`config.mk`:
```
export PLATFORM = sky130hd
export DESIGN_NAME = shift_request_stage
export DESIGN_NICKNAME = d
export VERILOG_FILES = /design/src/rtl/shift_request_stage.sv
export SDC_FILE = /design/constraint.sdc
export NUM_CORES = 1
export LEC_CHECK = 0
export ABC_CLOCK_PERIOD_IN_PS = 2600
export BUFFER_PORTS_ARGS = -buffer_cell sky130_fd_sc_hd__clkbuf_2
export CAP_MARGIN = 10
export CELL_PAD_IN_SITES_DETAIL_PLACEMENT = 0
export CELL_PAD_IN_SITES_GLOBAL_PLACEMENT = 2
export CORE_MARGIN = 3
export CORE_UTILIZATION = 36
export DETAILED_ROUTE_END_ITERATION = 10
export PLACE_DENSITY = 0.76
export SYNTH_ARGS = -nofsm -noshare
export SYNTH_HDL_FRONTEND = slang
export SYNTH_SLANG_ARGS = --single-unit
```
`constraint.sdc`:
```
create_clock -name clk -period 2.6 [get_ports clk]
set_clock_uncertainty 0.15 [all_clocks]
set_input_delay 0.78 -clock clk [delete_from_list [all_inputs] [get_ports clk]]
set_output_delay 0.78 -clock clk [all_outputs]
set_load 0.05 [all_outputs]
```
`src/rtl/shift_request_stage.sv`:
```
// Request queue in front of an external combinational funnel shifter, with a
// registered result stage. Queue head drives the shifter; its result is loaded into out_y.
module shift_request_stage #(
  parameter int DEPTH = 4
) (
  input  logic                     clk,
  input  logic                     rst_n,
  input  logic                     in_valid,
  output logic                     in_ready,
  input  logic [31:0]              in_a,
  input  logic [4:0]               in_shamt,
  input  logic [2:0]               in_control,
  output logic [31:0]              sh_a,
  output logic [4:0]               sh_shamt,
  output logic [2:0]               sh_control,
  input  logic [31:0]              sh_y,
  output logic                     out_valid,
  input  logic                     out_ready,
  output logic [31:0]              out_y,
  output logic [$clog2(DEPTH):0]   level
);

  localparam int unsigned PW = $clog2(DEPTH);
  localparam int unsigned LW = PW + 1;
  localparam logic [LW-1:0] FULL_LEVEL = LW'(DEPTH);

  typedef struct packed {
    logic [31:0] a;
    logic [4:0]  shamt;
    logic [2:0]  control;
  } req_t;

  req_t          mem [DEPTH];
  logic [PW-1:0] wr_ptr;
  logic [PW-1:0] rd_ptr;
  logic          push;
  logic          load;
  logic          not_empty;

  assign not_empty = (level != '0);
  // in_ready deliberately ignores a same-cycle pop so a full queue never accepts
  assign in_ready  = (level < FULL_LEVEL) && rst_n;
  assign push      = in_valid && in_ready;
  assign load      = not_empty && (!out_valid || out_ready);

  always_comb begin
    sh_a       = '0;
    sh_shamt   = '0;
    sh_control = '0;
    if (not_empty) begin
      sh_a       = mem[rd_ptr].a;
      sh_shamt   = mem[rd_ptr].shamt;
      sh_control = mem[rd_ptr].control;
    end
  end

  always_ff @(posedge clk) begin
    if (push) begin
      mem[wr_ptr] <= '{a: in_a, shamt: in_shamt, control: in_control};
    end
  end

  always_ff @(posedge clk) begin
    if (!rst_n) begin
      wr_ptr    <= '0;
      rd_ptr    <= '0;
      level     <= '0;
      out_valid <= 1'b0;
      out_y     <= '0;
    end else begin
      if (push) begin
        wr_ptr <= wr_ptr + PW'(1);
      end
      if (load) begin
        rd_ptr    <= rd_ptr + PW'(1);
        out_y     <= sh_y;
        out_valid <= 1'b1;
      end else if (out_valid && out_ready) begin
        out_valid <= 1'b0;
      end
      case ({push, load})
        2'b10:   level <= level + LW'(1);
        2'b01:   level <= level - LW'(1);
        default: level <= level;
      endcase
    end
  end

endmodule

```
---- Word level (Yosys, flattened, before mapping) ----
Memory sizes are Yosys's and may differ from the RTL's. A register that Yosys moved wholly into a read port is not among the register bits.
Index checks and enable logic that the tools add are counted.
word-level totals
  memories ................................ 1
  flip-flop bits (word level) ............. 40
  output and inout port bits .............. 77
  input bits .............................. 76
  word-level logic and storage cells ...... 32
  RAM bits ................................ 160
cells by class
  mux-type cells .......................... 10
  $add $sub $neg .......................... 4
  equality and inequality tests ........... 2
  magnitude comparators ................... 1
  reduce and logical (&&, ||, !) cells .... 9
memory list
  memory  depth  width  rd ports  clocked after Yosys merged registers in  write ports  line  source
  mem     4      40     1         1                                        1            33    req_t mem [DEPTH];
operators with widths
  operator             number
  $mux 32              1
  $pmux 3 s2           1
  $mux 5               1
  $add 2x1->2 const B  2
  $logic_and 1x1->1    4
  $mux 1               4
  $mux 2               2
  $reduce_bool 2->1    2
  $add 3x1->3 const B  1
  $lt 3x3->1 const B   1
  $mux 3               1
  $reduce_bool 3->1    1
  $sub 3x1->3 const B  1
  $eq 2x1->1 const B   1
  $eq 2x2->1 const B   1
  $logic_not 1->1      1
  $logic_or 1x1->1     1

---- Logic depth before layout (Yosys ltp) ----
  depth after elaboration ................. 5
  mapped depth ............................ 9

---- Worst setup path after synthesis ----
No wires, ideal clock.
  kind .................................... input to output
  start ................................... in rst_n
  end ..................................... out in_ready
  setup slack ............................. -0.268 ns
  path buffers ............................ 2
  data arrival time ....................... 1.938 ns
  data required time ...................... 1.670 ns
  stages .................................. 3
  cell sequence ........................... buf_2 clkbuf_1 nor2b_1
on the way
  cells in the longest elaborated chain, start to end .. 1
ends and longest elaborated chain
  element            line  source
  start, declared    7     input logic rst_n,
  $logic_and 1x1->1  42    assign in_ready = (level < FULL_LEVEL) && rst_n;
  end, declared      9     output logic in_ready,
No other way between the ends.

==> reports/metrics.cfg <==
[run_status]
run_status = complete, but fails checks
violations = negative setup slack

[grt]
overflow = 0
antenna_found_initial = 0
track_usage_pct = 13.5
grt_pass1_vias = 4804
grt_pass1_wl_um = 25900
grt_max_degree = 74

[critical_path]
reg2reg_slack_ps = 420
critPathArrivalTime_ps = 2000
path_cells = buf_12, buf_16, mux4_2, nor2b_4, buf_8
critical_path_class = register to primary output
cpPeakStageDelay_ps = 510
crit_slowest_cell = mux4_2
worstSetupStartpointType = register
crit_fanout = 7
worstSetupEndpointType = primary output
critPathRequiredTime_ps = 1670

[timing]
rsz0062_at_grt = yes
fmax_ghz = 0.341
tns_ps = -11120
tightestPinTransition_ps = 651
slew_headroom_pct = 56.6
setup_viol = 40
fin_crit_ps = 2930
finalHoldViolCount = 0
finalCritPeriodShare_pct = 113
drv_slew = 0
setup_slack_ps = -330

[drt]
wl_um = 16100
wl_per_cell_um = 17.7
vias = 4347
wl_met1_um = 6970
top_layer_used = met4
dr.first_iter.drc_count = 133
drc = 0
wl_met2_um = 7660
first_pass_iters = 4
avgViaCountPerCell = 4.77
ant_nets = 0
route.met3.wl_um = 1220

[finish]
fill_cells = 1833
n_antenna_cell = 0
final_net_count = 703
instances_no_fill = 912
area_delta_synth_final_pct = 31.1
stdcell_area_mm2 = 0.0103
drive_gt1_share_pct = 43.3

[placement]
gp_congestion = 0.721
port-buffer-count = 152
post-place-ws_ps = 80.1
dp_hpwl_um = 9970
place_area_mm2 = 0.00905
dp_cells = 867

[synth]
syn-cell-area_mm2 = 0.00785
ys_ff_latch = 202
synth_top_family_by_area = multiplexers
yosys.area_share.simple_pct = 7.83
synthDistinctLibCells = 26
synth_compound_area_share_pct = 0.877
synth-xor-area-share_pct = 0.335
synth-seq-area-share_pct = 72.0
synthCells = 447
synthMuxAreaShare_pct = 15.6
synth_warnings = 0
avgSynthCellArea_um2 = 17.6
synth-adder-area-share_pct = 1.05
synthesis.nets = 529

[clock_tree]
cts_max_level = 1
cts_tree = yes
cts_root_buf = clkbuf_16
cts_buffers = 23
clockBufferDepth = 3
clk_pin_slew_worst_paths_ps = 60
cts.sinks = 202
clkLatencyLatePin_ps = 480

[floorplan]
die_h_um = 154
start_util_pct = 37.0
core-area_mm2 = 0.0212
ios = 153
fp.dieW_um = 154
die-area_mm2 = 0.0236
rows = 53

[power]
power.density_mw_per_mm2 = 1340
leakagePower_nw = 3.79
max-vdd-ir-drop_uv = 980

[hold_path]
hp-class = register to register

[job]
drv_cap = 0

path summary, 6_finish.rpt:
check,to,start,depth (start not counted)
max,sh_a[26],register,5
min,out_y[10],out_y[10],2
max reg2reg,level[2],level[2],9
min reg2reg,out_y[10],out_y[10],2
kinds of logic after synthesis:
family / after synthesis
multiplexers: 72
AO/OA/AOI/OAI: 10
AND/OR/NAND/NOR: 122
adder cells (fa/ha/maj): 6
buffers and inverters: 32
flip-flops: 202
XOR/XNOR: 3
registers in the layout, indices dropped and copies added (netlist names), named ones only:
register   count
level          3
mem          160
out_valid      1
out_y         32
rd_ptr         2
wr_ptr         2
per-stage QoR:
step / utilization [%] / power [mW] / hold WS (ps)
floorplan: - / 8.48 / 300
global placement: 42.7 / 9.70 / 292
detailed placement: 42.7 / 9.76 / 299
CTS: 48.4 / 13.8 / 309
global route: 48.5 / 14.4 / 327
finish: 48.5 / 13.7 / 304
layout make-up:
| class | count | area, um^2 | area share (%) |
|---|---|---|---|
| clock buffer | 31 | 606 | 5.89 |
| sequential | 202 | 5650 | 55.0 |
| inverter | 7 | 26.3 | 0.255 |
| clock inverter | 10 | 73.8 | 0.718 |
| multi-input combinational | 213 | 2180 | 21.2 |
| timing repair buffer | 174 | 1400 | 13.6 |
| tap | 275 | 344 | 3.35 |
synthesized netlist by cell type:
library cell	n	area share, %
nor2b_1	42	3.3
o41a_1	1	0.14
or4_1	1	0.096
and3b_1	1	0.11
o21ai_1	2	0.13
inv_1	5	0.24
mux2i_1	32	4.1
nor3_4	1	0.21
and2_1	7	0.56
o31ai_1	1	0.096
xnor2_1	2	0.22
mux4_2	40	11
buf_6	8	1.1
ha_1	5	0.80
xor2_1	1	0.11
dfxtp_1	42	11
or3_1	2	0.16
buf_2	6	0.38
clkbuf_1	11	0.53
edfxtp_1	160	61
inv_2	2	0.096
nor2_4	1	0.14
o21ai_0	2	0.13
a21boi_1	4	0.38
nand2_1	67	3.2
fa_1	1	0.26
power by group:
part / internal (mW) / switching, mW / leakage (nW) / total, mW
combinational: 2.66 / 4.10 / 1.67 / 6.77
clock: 1.72 / 1.16 / 0.325 / 2.89
sequential: 3.89 / 0.206 / 1.80 / 4.10
worst max-delay path: cells and delay by family (launching register included):
kind | cells | cell delay (ps)
DFF | 1 | 420
and+or+nand+nor | 1 | 150
muxes | 1 | 510
buffers and inverters | 3 | 430
metal layers:
metal / global-route usage (%) / vias up
li1: - / 2021
met1: 17.7 / 2164
met2: 22.5 / 138
met3: 4.05 / 24
met4: 2.82 / 0
met5: 0 / -
timing repair:
| item | CTS | global route |
|---|---|---|
| hold buffers | 0 | 0 |
| setup buffers | 3 | 0 |
| cloned | 3 | 0 |
| endpoints found under the setup margin | 40 | 40 |
| gates resized for setup | 108 | 26 |
layout by cell type (no fill, tap or decap), types with 2 or more instances in the layout:
cell type  instances
buf_8             15
dfxtp_1           37
buf_4              9
clkinv_1           6
mux2i_1           32
nand2_1           67
nor2b_2            2
inv_1              5
clkbuf_2         111
or3_1              2
clkbuf_16         23
clkbuf_4           8
buf_6              4
buf_12             8
inv_2              2
dfxtp_2            4
a21boi_1           4
nor2b_4           19
mux4_2            40
xnor2_1            2
edfxtp_1         160
nor2b_1           21
clkbuf_8          17
and2_2             4
ha_1               4
o21ai_0            2
buf_16             2
o21ai_1            2
and2_1             3
clkbuf_1           8
Note: power is estimated with default switching activity, not from simulation.
